## config.mk

```make
export PLATFORM = sky130hd
export DESIGN_NAME = borrow_lookahead_sub_serial
export DESIGN_NICKNAME = d
export VERILOG_FILES = /design/src/rtl/borrow_lookahead_sub_serial_pkg.sv /design/src/rtl/borrow_lookahead_sub_serial_sub4.sv /design/src/rtl/borrow_lookahead_sub_serial.sv
export SDC_FILE = /design/constraint.sdc
export NUM_CORES = 1
export LEC_CHECK = 0
export ABC_AREA = 1
export BUFFER_PORTS_ARGS = -buffer_cell sky130_fd_sc_hd__buf_2
export CORE_MARGIN = 3
export CORE_UTILIZATION = 35
export CTS_CLUSTER_SIZE = 14
export DETAILED_ROUTE_END_ITERATION = 12
export SKIP_CTS_REPAIR_TIMING = 1
export SYNTH_ARGS = -nofsm -noshare
export SYNTH_HDL_FRONTEND = slang
export SYNTH_SLANG_ARGS = --single-unit
```

## constraint.sdc

```tcl
create_clock -name clk -period 2.1 [get_ports clk]
set_clock_uncertainty 0.15 [all_clocks]
set_input_delay 0.42 -clock clk [delete_from_list [all_inputs] [get_ports clk]]
set_output_delay 0.42 -clock clk [all_outputs]
set_load 0.1 [all_outputs]
```

## src/rtl/borrow_lookahead_sub_serial_pkg.sv

```systemverilog
`default_nettype none
// ============================================================================
//  Module   : borrow_lookahead_sub_serial_pkg
//  Purpose  : Shared types and sizing helpers for the digit-serial
//             borrow-lookahead subtractor.
//  Revision : 1.0  initial release
// ============================================================================
package borrow_lookahead_sub_serial_pkg;

    // One borrow-lookahead slice handles this many bits per clock
    localparam int DIGIT_W = 4;

    typedef enum logic [1:0] {
        IDLE = 2'd0,
        RUN  = 2'd1,
        DONE = 2'd2
    } state_t;

    // Number of digits needed to cover an operand of the given width
    function automatic int calc_digits(input int width);
        return width / DIGIT_W;
    endfunction

    // Width of the digit counter; never narrower than one bit
    function automatic int calc_cnt_w(input int width);
        int n;
        n = width / DIGIT_W;
        return (n > 1) ? $clog2(n) : 1;
    endfunction

endpackage
`default_nettype wire

```

## src/rtl/borrow_lookahead_sub_serial_sub4.sv

```systemverilog
`default_nettype none
// ============================================================================
//  Module   : borrow_lookahead_sub4
//  Purpose  : Purely combinational 4-bit borrow-lookahead subtract slice,
//             d = a - b - bin, with all internal borrows derived directly
//             from bin (no ripple chain).
//  Revision : 1.0  initial release
// ============================================================================
module borrow_lookahead_sub4 (
    input  logic [3:0] a,
    input  logic [3:0] b,
    input  logic       bin,
    output logic [3:0] d,
    output logic       bout
);

    logic [3:0] w_g;    // bit generates a borrow (a=0, b=1)
    logic [3:0] w_p;    // bit propagates an incoming borrow (a==b)
    logic [4:0] w_br;   // borrow into each bit, plus borrow out

    assign w_g = ~a & b;
    assign w_p = ~(a ^ b);

    // Each borrow expanded as a flat sum of products from bin
    assign w_br[0] = bin;
    assign w_br[1] = w_g[0]
                   | (w_p[0] & bin);
    assign w_br[2] = w_g[1]
                   | (w_p[1] & w_g[0])
                   | (w_p[1] & w_p[0] & bin);
    assign w_br[3] = w_g[2]
                   | (w_p[2] & w_g[1])
                   | (w_p[2] & w_p[1] & w_g[0])
                   | (w_p[2] & w_p[1] & w_p[0] & bin);
    assign w_br[4] = w_g[3]
                   | (w_p[3] & w_g[2])
                   | (w_p[3] & w_p[2] & w_g[1])
                   | (w_p[3] & w_p[2] & w_p[1] & w_g[0])
                   | (w_p[3] & w_p[2] & w_p[1] & w_p[0] & bin);

    assign d    = a ^ b ^ w_br[3:0];
    assign bout = w_br[4];

endmodule
`default_nettype wire

```

## src/rtl/borrow_lookahead_sub_serial.sv

```systemverilog
`default_nettype none
// ============================================================================
//  Module   : borrow_lookahead_sub_serial
//  Purpose  : Digit-serial subtractor, Diff = A - B - Bin mod 2^WIDTH,
//             one 4-bit borrow-lookahead digit per clock, valid/ready on
//             both operand and result sides.
//  Options  : SUB_OVERFLOW_EN - adds the signed overflow output.
//  Note     : WIDTH must be a multiple of 4 and at least 8.
//  Revision : 1.0  initial release
// ============================================================================
module borrow_lookahead_sub_serial
    import borrow_lookahead_sub_serial_pkg::*;
#(
    parameter int WIDTH = 16
) (
    input  logic             clk,
    input  logic             rst_n,
    input  logic             in_valid,
    output logic             in_ready,
    input  logic [WIDTH-1:0] A,
    input  logic [WIDTH-1:0] B,
    input  logic             Bin,
    output logic             out_valid,
    input  logic             out_ready,
    output logic [WIDTH-1:0] Diff,
    output logic             Bout
`ifdef SUB_OVERFLOW_EN
    ,
    output logic             overflow
`endif
);

    localparam int               N     = calc_digits(WIDTH);
    localparam int               CNT_W = calc_cnt_w(WIDTH);
    localparam logic [CNT_W-1:0] LAST  = CNT_W'(N - 1);

    state_t             r_state;
    state_t             w_state_nxt;
    logic [WIDTH-1:0]   r_a_sh;
    logic [WIDTH-1:0]   r_b_sh;
    logic [WIDTH-1:0]   r_diff;
    logic               r_br;
    logic [CNT_W-1:0]   r_cnt;
    logic [DIGIT_W-1:0] w_d4;
    logic               w_bout4;

    // Single slice, fed by the low digit of the shifting operands
    borrow_lookahead_sub4 u_slice (
        .a    (r_a_sh[DIGIT_W-1:0]),
        .b    (r_b_sh[DIGIT_W-1:0]),
        .bin  (r_br),
        .d    (w_d4),
        .bout (w_bout4)
    );

    // State register
    always_ff @(posedge clk or negedge rst_n) begin
        if (!rst_n) begin
            r_state <= IDLE;
        end else begin
            r_state <= w_state_nxt;
        end
    end

    // Next-state: accept in IDLE, run N digits, hold result until taken
    always_comb begin
        w_state_nxt = r_state;
        case (r_state)
            IDLE:    if (in_valid)       w_state_nxt = RUN;
            RUN:     if (r_cnt == LAST)  w_state_nxt = DONE;
            DONE:    if (out_ready)      w_state_nxt = IDLE;
            default:                     w_state_nxt = IDLE;
        endcase
    end

    // Datapath: load operands on accept, then shift one digit per RUN cycle
    always_ff @(posedge clk or negedge rst_n) begin
        if (!rst_n) begin
            r_a_sh <= '0;
            r_b_sh <= '0;
            r_diff <= '0;
            r_br   <= 1'b0;
            r_cnt  <= '0;
        end else begin
            case (r_state)
                IDLE: begin
                    if (in_valid) begin
                        r_a_sh <= A;
                        r_b_sh <= B;
                        r_br   <= Bin;
                        r_cnt  <= '0;
                    end
                end
                RUN: begin
                    r_a_sh <= r_a_sh >> DIGIT_W;
                    r_b_sh <= r_b_sh >> DIGIT_W;
                    r_diff <= {w_d4, r_diff[WIDTH-1:DIGIT_W]};
                    r_br   <= w_bout4;
                    r_cnt  <= r_cnt + 1'b1;
                end
                default: ;
            endcase
        end
    end

    // Outputs decode registered state only, so no input-to-output path
    assign in_ready  = (r_state == IDLE);
    assign out_valid = (r_state == DONE);
    assign Diff      = r_diff;
    assign Bout      = (r_state == DONE) & r_br;

`ifdef SUB_OVERFLOW_EN
    logic r_a_msb;
    logic r_b_msb;

    // Operand sign bits captured on accept for the overflow decision
    always_ff @(posedge clk or negedge rst_n) begin
        if (!rst_n) begin
            r_a_msb <= 1'b0;
            r_b_msb <= 1'b0;
        end else if ((r_state == IDLE) && in_valid) begin
            r_a_msb <= A[WIDTH-1];
            r_b_msb <= B[WIDTH-1];
        end
    end

    // Signed overflow: operand signs differ and result sign left A's sign
    assign overflow = (r_state == DONE)
                    && (r_a_msb != r_b_msb)
                    && (r_diff[WIDTH-1] != r_a_msb);
`endif

endmodule
`default_nettype wire

```

==> results of run 1 <==
==> layout make-up <==
type	instances	area (sq um)	area share
well taps	77	96.3	0.0330
flip-flops and latches	53	1330	0.454
repair buffers	61	378	0.129
inverters	17	63.8	0.0219
clock inverters	1	7.51	0.00257
multi-input cells	197	966	0.331
clock buffers	6	82.6	0.0283
==> stage by stage <==
step                TNS, ns  cell area (sq um)  cells  hold WS, ns
floorplan           -0.0191               2440    282      -0.0256
global placement          0               2820    404        0.299
detailed placement        0               2820    404        0.297
CTS                       0               2910    411      -0.0399
global route              0               2920    412        0.137
finish                    0               2920    412        0.144
==> how the worst max path moves through the flow <==
stage,from,slack [ns],end
after floorplan,r_state[0]$_DFFE_PN0P_,-0.02,Bout
after global placement,in_valid,0.49,r_br$_DFFE_PN0P_
after detailed placement,in_valid,0.46,r_br$_DFFE_PN0P_
after CTS,r_state[0]$_DFFE_PN0P_,0.15,in_ready
after global routing,r_state[0]$_DFFE_PN0P_,0.08,in_ready
final,r_state[0]$_DFFE_PN0P_,0.18,in_ready
==> flip-flops by register name, indices dropped and copies added (netlist names) <==
| signal | flops |
|---|---|
| Diff | 16 |
| r_a_sh | 16 |
| r_b_sh | 16 |
| r_cnt | 2 |
| r_state | 2 |
| r_br | 1 |
==> worst max-delay path: cells and delay by family (launching register included) <==
kind	cells	cell delay, ns
flip-flops	1	0.46
buffers and inverters	1	0.23
AND/OR/NAND/NOR	1	0.36
==> kinds of logic (layout without fill, tap and decap cells) <==
family                   after synthesis  after routing  share of synthesized area
AO/OA/AOI/OAI                         66             66                      0.155
XOR/XNOR                               1              1                    0.00359
adder cells (fa/ha/maj)                6              6                     0.0339
buffers and inverters                 32             85                     0.0621
flip-flops                            53             53                      0.544
AND/OR/NAND/NOR                      124            124                      0.202
==> layer usage <==
metal	wire, um	vias up	part of all wire	GRT usage
li1	-	1022	-	-
met1	2520	890	0.48	0.208
met2	2510	43	0.47	0.230
met5	0	-	0	0
met4	49	0	0.0093	0.0325
met3	216	4	0.041	0.0332
==> Yosys cell counts <==
cell / n / area share
nand2_1: 75 / 0.12
dfrtp_1: 53 / 0.54
o21ai_0: 41 / 0.084
nor2_1: 33 / 0.051
inv_1: 14 / 0.022
o21ai_1: 14 / 0.029
nand3_1: 11 / 0.023
buf_2: 10 / 0.021
ha_1: 5 / 0.026
o22ai_2: 4 / 0.021
inv_2: 3 / 0.0046
buf_6: 2 / 0.0092
clkbuf_1: 2 / 0.0031
nand2_2: 2 / 0.0051
o21ai_2: 2 / 0.0072
a21oi_1: 1 / 0.0021
a22o_1: 1 / 0.0036
and3_1: 1 / 0.0026
buf_4: 1 / 0.0031
fa_1: 1 / 0.0082
nand4_1: 1 / 0.0026
o21bai_1: 1 / 0.0031
o22ai_1: 1 / 0.0026
o31ai_1: 1 / 0.0031
or2_2: 1 / 0.0026
xor2_1: 1 / 0.0036
==> results.toml, run 1 <==
[cells_and_area]
antenna_cells = 0
final_cell_mix = "nand2_1, dfrtp_1, buf_2"
fin_nets = 378
final_common_cell = "nand2_1"
area_growth_pct = 19.8
utilization = 0.447
final_layout_size_suffix_gt1_frac = 0.242
fillers = 659

[synth]
synth.distinct_cells = 26
avgSynthCellArea_sq_um = 8.65
synth_seq_cells = 53
yosysWarnings = 0
yosysSeqAreaShare = 0.544
syn_inst = 282
syn-num-nets = 325
syn-cell-area_sq_mm = 0.00244

[routing]
wire_per_inst_um = 12.9
ant_nets = 0
avgViaCountPerCell = 4.75
drcViolationCount = 0
vias = 1959
finalWirelength_um = 5300
first_iter_violations = 167
drt_first_pass_iters = 4

[floorplanning]
rows = 29
core_sq_mm = 0.00653
die_h_um = 89.5
fp.dieArea_sq_mm = 0.00800
io_pins = 56
fp.dieW_um = 89.5
initial_utilization = 0.373

[critical_path]
rr_worst_depth = 7
critPathMaxFanout = 9
reg2reg_to = "r_br$_DFFE_PN0P_"
worstSetupPathType = "reg2out"
r2r_slack_ns = 0.52
critPathArrivalTime_ns = 1.35
critPathMaxStageDelay_ns = 0.46
endpoint_kind = "output port"
r2r_start = "r_a_sh[1]$_DFFE_PN0P_"
slowest_stage = "dfrtp_1"
cp_data_required_time_ns = 1.53
path_cells = "nor2_2, buf_12"
startpoint_type = "flip-flop"

[cts]
h-tree-depth = 2
clock_latency_ns = 0.30
clockBufferDepth = 2
clock-sinks = 53
clkTransAtPathRegs_ns = 0.08
cts_tree = "done"
numCtsBuffers = 5
clock-root-buffer = "clkbuf_8"

[min_path]
min_path_type = "in2reg"
min_to = "r_state[1]$_DFFE_PN0P_"
worstHoldPathCells = 2
min_from = "out_ready"

[status]
outcome = "completed"

[global_route]
gr-usage-all-layers = 0.146
grt_max_degree = 32
antenna_found_initial = 0
grt_pass1_wl_um = 9130
grt_remaining_overflow = 0
grt_pass1_vias = 1915

[placed_design]
dp_slack_ns = 0.458
io_buffers = 55
gp_congestion = 0.754
dp_hpwl_um = 3810

[timing]
final-setup-viol-count = 0
fin_crit_sh = 0.914
rsz0062_at_grt = "false"
period_minus_slack_ns = 1.92
slew_headroom = 0.625
tightest_slew_ns = 0.562
fmax_mhz = 521
hold_violations = 0
slew_violations = 0
postLayoutSetupSlackWorst_ns = 0.181

[flow_run]
maxCapViolations = 0
Power of run 1 is left out: the tool's default activity adds up to more than one toggle a clock period on the data nets, which glitch-free logic cannot reach.
==> run 2: changes to the inputs <==
clock period = 2.02 ns   (was 2.1 ns; I/O delays follow)
==> results.toml, run 2 (synthesis gave the netlist of run 1 again) <==
[floorplanning]
core_sq_mm = 0.00653
initial_utilization = 0.373
fp.dieW_um = 89.5
die_h_um = 89.5
rows = 29
fp.dieArea_sq_mm = 0.00800
io_pins = 56

[cells_and_area]
area_growth_pct = 20.2
fillers = 660
utilization = 0.449
fin_nets = 379
antenna_cells = 0
final_layout_size_suffix_gt1_frac = 0.244
final_cell_mix = "nand2_1, dfrtp_1, buf_2"
final_common_cell = "nand2_1"

[placed_design]
gp_congestion = 0.810
io_buffers = 55
dp_hpwl_um = 3880

[routing]
drcViolationCount = 0
wire_per_inst_um = 13.1
drt_first_pass_iters = 4
first_iter_violations = 108
vias = 1950
avgViaCountPerCell = 4.72
ant_nets = 0
finalWirelength_um = 5410

[global_route]
grt_pass1_wl_um = 9190
antenna_found_initial = 0
grt_max_degree = 32
grt_remaining_overflow = 0
gr-usage-all-layers = 0.147
grt_pass1_vias = 1878

[cts]
numCtsBuffers = 5
clock-root-buffer = "clkbuf_8"
cts_tree = "done"
h-tree-depth = 2
clockBufferDepth = 2
clkTransAtPathRegs_ns = 0.08
clock-sinks = 53
clock_latency_ns = 0.30

[timing]
rsz0062_at_grt = "false"
fin_crit_sh = 0.936
hold_violations = 0
period_minus_slack_ns = 1.89
slew_violations = 0
final-setup-viol-count = 0
slew_headroom = 0.670
tightest_slew_ns = 0.494
fmax_mhz = 529
fin_setup_tns_ns = 0

[critical_path]
critPathArrivalTime_ns = 1.34
endpoint_kind = "output port"
startpoint_type = "flip-flop"
r2r_start = "r_state[0]$_DFFE_PN0P_"
critPathMaxFanout = 6
rr_worst_depth = 6
cp_data_required_time_ns = 1.47
reg2reg_to = "r_br$_DFFE_PN0P_"
worstSetupPathType = "reg2out"
r2r_slack_ns = 0.35

[flow_run]
maxCapViolations = 0

[min_path]
worstHoldPathCells = 2
min_path_type = "in2reg"
min_to = "r_state[1]$_DFFE_PN0P_"
min_from = "out_ready"

[status]
outcome = "completed"
==> run 2: worst max-delay path, stage by stage (launching register included) <==
cell,delay [ns]
dfrtp_1,0.48
nor2_2,0.13
buf_2,0.42
==> run 2: per-layer routing <==
layer | vias up | GRT usage | share of wire | wire [um]
li1 | 1025 | - | - | -
met1 | 882 | 0.213 | 0.50 | 2730
met2 | 38 | 0.222 | 0.45 | 2410
met3 | 5 | 0.0286 | 0.035 | 188
met4 | 0 | 0.0447 | 0.014 | 78
met5 | - | 0 | 0 | 0
==> run 2: worst max-delay path by stage <==
stage,startpoint,end,slack (ns),cells after the start
final,r_state[0]$_DFFE_PN0P_,out_valid,0.13,2
after global routing,r_state[0]$_DFFE_PN0P_,out_valid,0.07,2
after CTS,r_state[0]$_DFFE_PN0P_,in_ready,0.06,2
after detailed placement,in_valid,r_br$_DFFE_PN0P_,0.30,7
after global placement,in_valid,r_br$_DFFE_PN0P_,0.34,7
after floorplan,r_state[0]$_DFFE_PN0P_,in_ready,0.08,1
==> run 2: area by class of cell <==
| cell class | instances | area [sq um] | area share |
|---|---|---|---|
| Timing Repair Buffer | 62 | 385 | 0.132 |
| Clock buffer | 7 | 86.3 | 0.0295 |
| Tap cell | 77 | 96.3 | 0.0329 |
| Inverter | 17 | 63.8 | 0.0218 |
| Sequential cell | 53 | 1330 | 0.453 |
| Multi-Input combinational cell | 197 | 972 | 0.332 |
==> run 2: per-stage QoR <==
step / hold WS (ns) / std cells / setup WS, ns / cell area, sq um
after floorplan: -0.0416 / 282 / 0.0788 / 2440
after global placement: 0.162 / 405 / 0.336 / 2830
after detailed placement: 0.171 / 405 / 0.297 / 2830
after CTS: -0.161 / 412 / 0.0592 / 2920
after global routing: 0.130 / 413 / 0.0739 / 2930
final: 0.124 / 413 / 0.129 / 2930
Power of run 2 is left out for the same reason.
==> run 3: changes to the inputs <==
CTS_BUF_LIST = sky130_fd_sc_hd__clkbuf_8   (was not set)
PLACE_DENSITY_LB_ADDON = 0.25   (was not set)
clock period = 1.7 ns   (was 2.02 ns; I/O delays follow)
==> results.toml, run 3 (synthesis gave the netlist of run 1 again) <==
[floorplanning]
fp.dieW_um = 89.5
core_sq_mm = 0.00653
fp.dieArea_sq_mm = 0.00800
rows = 29
initial_utilization = 0.373
io_pins = 56
die_h_um = 89.5

[global_route]
grt_remaining_overflow = 0
grt_max_degree = 54
grt_pass1_wl_um = 9030
gr-usage-all-layers = 0.147
antenna_found_initial = 0
grt_pass1_vias = 1902

[routing]
drt_first_pass_iters = 4
drcViolationCount = 0
ant_nets = 0
top_layer = "met4"
drt-met1-wl_um = 2440
vias = 1969
wire_per_inst_um = 13.0
avgViaCountPerCell = 4.71
finalWirelength_um = 5450
wl_met3_um = 210
wl_met2_um = 2700
first_iter_violations = 97

[timing]
slew_headroom = 0.663
tightest_slew_ns = 0.505
hold_violations = 0
fin_crit_sh = 0.988
slew_violations = 0
fin_setup_tns_ns = 0
rsz0062_at_grt = "true"
whs_ns = 0.0687
final-setup-viol-count = 0
period_minus_slack_ns = 1.68
fmax_mhz = 595

[critical_path]
critPathMaxStageDelay_ns = 0.47
critPathArrivalTime_ns = 1.19
startpoint_type = "flip-flop"
worstSetupPathType = "reg2out"
cp_data_required_time_ns = 1.21
crit_buf_inv = 2
path_cells = "inv_2, and3_4, buf_12"
critPathMaxFanout = 6
cpLargestDelayFamily = "flip-flops"
endpoint_kind = "output port"
slowest_stage = "dfrtp_2"

[cts]
cts_tree = "done"
clock_latency_ns = 0.30
clock-sinks = 53
clock-root-buffer = "clkbuf_8"
clockBufferDepth = 2
clkTransAtPathRegs_ns = 0.08
numCtsBuffers = 5
h-tree-depth = 2

[cells_and_area]
antenna_cells = 0
layout.cells.non_filler = 418
fillers = 668
fin_nets = 383
area_growth_pct = 23.9
final_common_cell = "nand2_1"
final_layout_size_suffix_gt1_frac = 0.270
final_cell_mix = "nand2_1, dfrtp_1, buf_2"

[placed_design]
placed_cells = 408
dp_hpwl_um = 3930
gp_congestion = 0.776
io_buffers = 55

[flow_run]
maxCapViolations = 0

[min_path]
min_path_type = "in2reg"

[status]
outcome = "completed"
-- run 3: metal layers --
metal	up-vias	track usage
li1	1029	-
met1	899	0.197
met2	35	0.232
met3	6	0.0313
met4	0	0.0582
met5	-	0
-- run 3: path summary, 6_finish.rpt --
check / startpoint / to / slack (ns) / depth (start not counted)
setup / recovery: r_state[0]$_DFFE_PN0P_ / Bout / 0.02 / 3
hold / removal: out_ready / r_state[1]$_DFFE_PN0P_ / 0.07 / 2
setup reg to reg: r_a_sh[1]$_DFFE_PN0P_ / r_br$_DFFE_PN0P_ / 0.10 / 7
hold reg to reg: r_b_sh[14]$_DFFE_PN0P_ / r_b_sh[14]$_DFFE_PN0P_ / 0.33 / 2
max in group asynchronous: rst_n / r_state[0]$_DFFE_PN0P_ / 0.73 / 3
min in group asynchronous: rst_n / Diff[13]$_DFFE_PN0N_ / 0.40 / 3
-- run 3: area by class of cell --
class | instances | area [sq um] | share of cell area
clock buffer | 5 | 68.8 | 0.0228
multi-input combinational | 197 | 991 | 0.328
sequential | 53 | 1330 | 0.439
tap | 77 | 96.3 | 0.0319
inverter | 17 | 63.8 | 0.0211
timing repair buffer | 66 | 430 | 0.142
clock inverter | 3 | 43.8 | 0.0145
-- run 3: per-stage QoR --
step,util,setup slack (ns),area [sq um]
finish,0.463,0.0200,3020
global route,0.463,-0.0309,3020
CTS,0.457,-0.0500,2990
detailed placement,0.440,0.0739,2880
global placement,0.440,0.0923,2880
floorplan,-,-0.0619,2450
Power of run 3 is left out for the same reason.
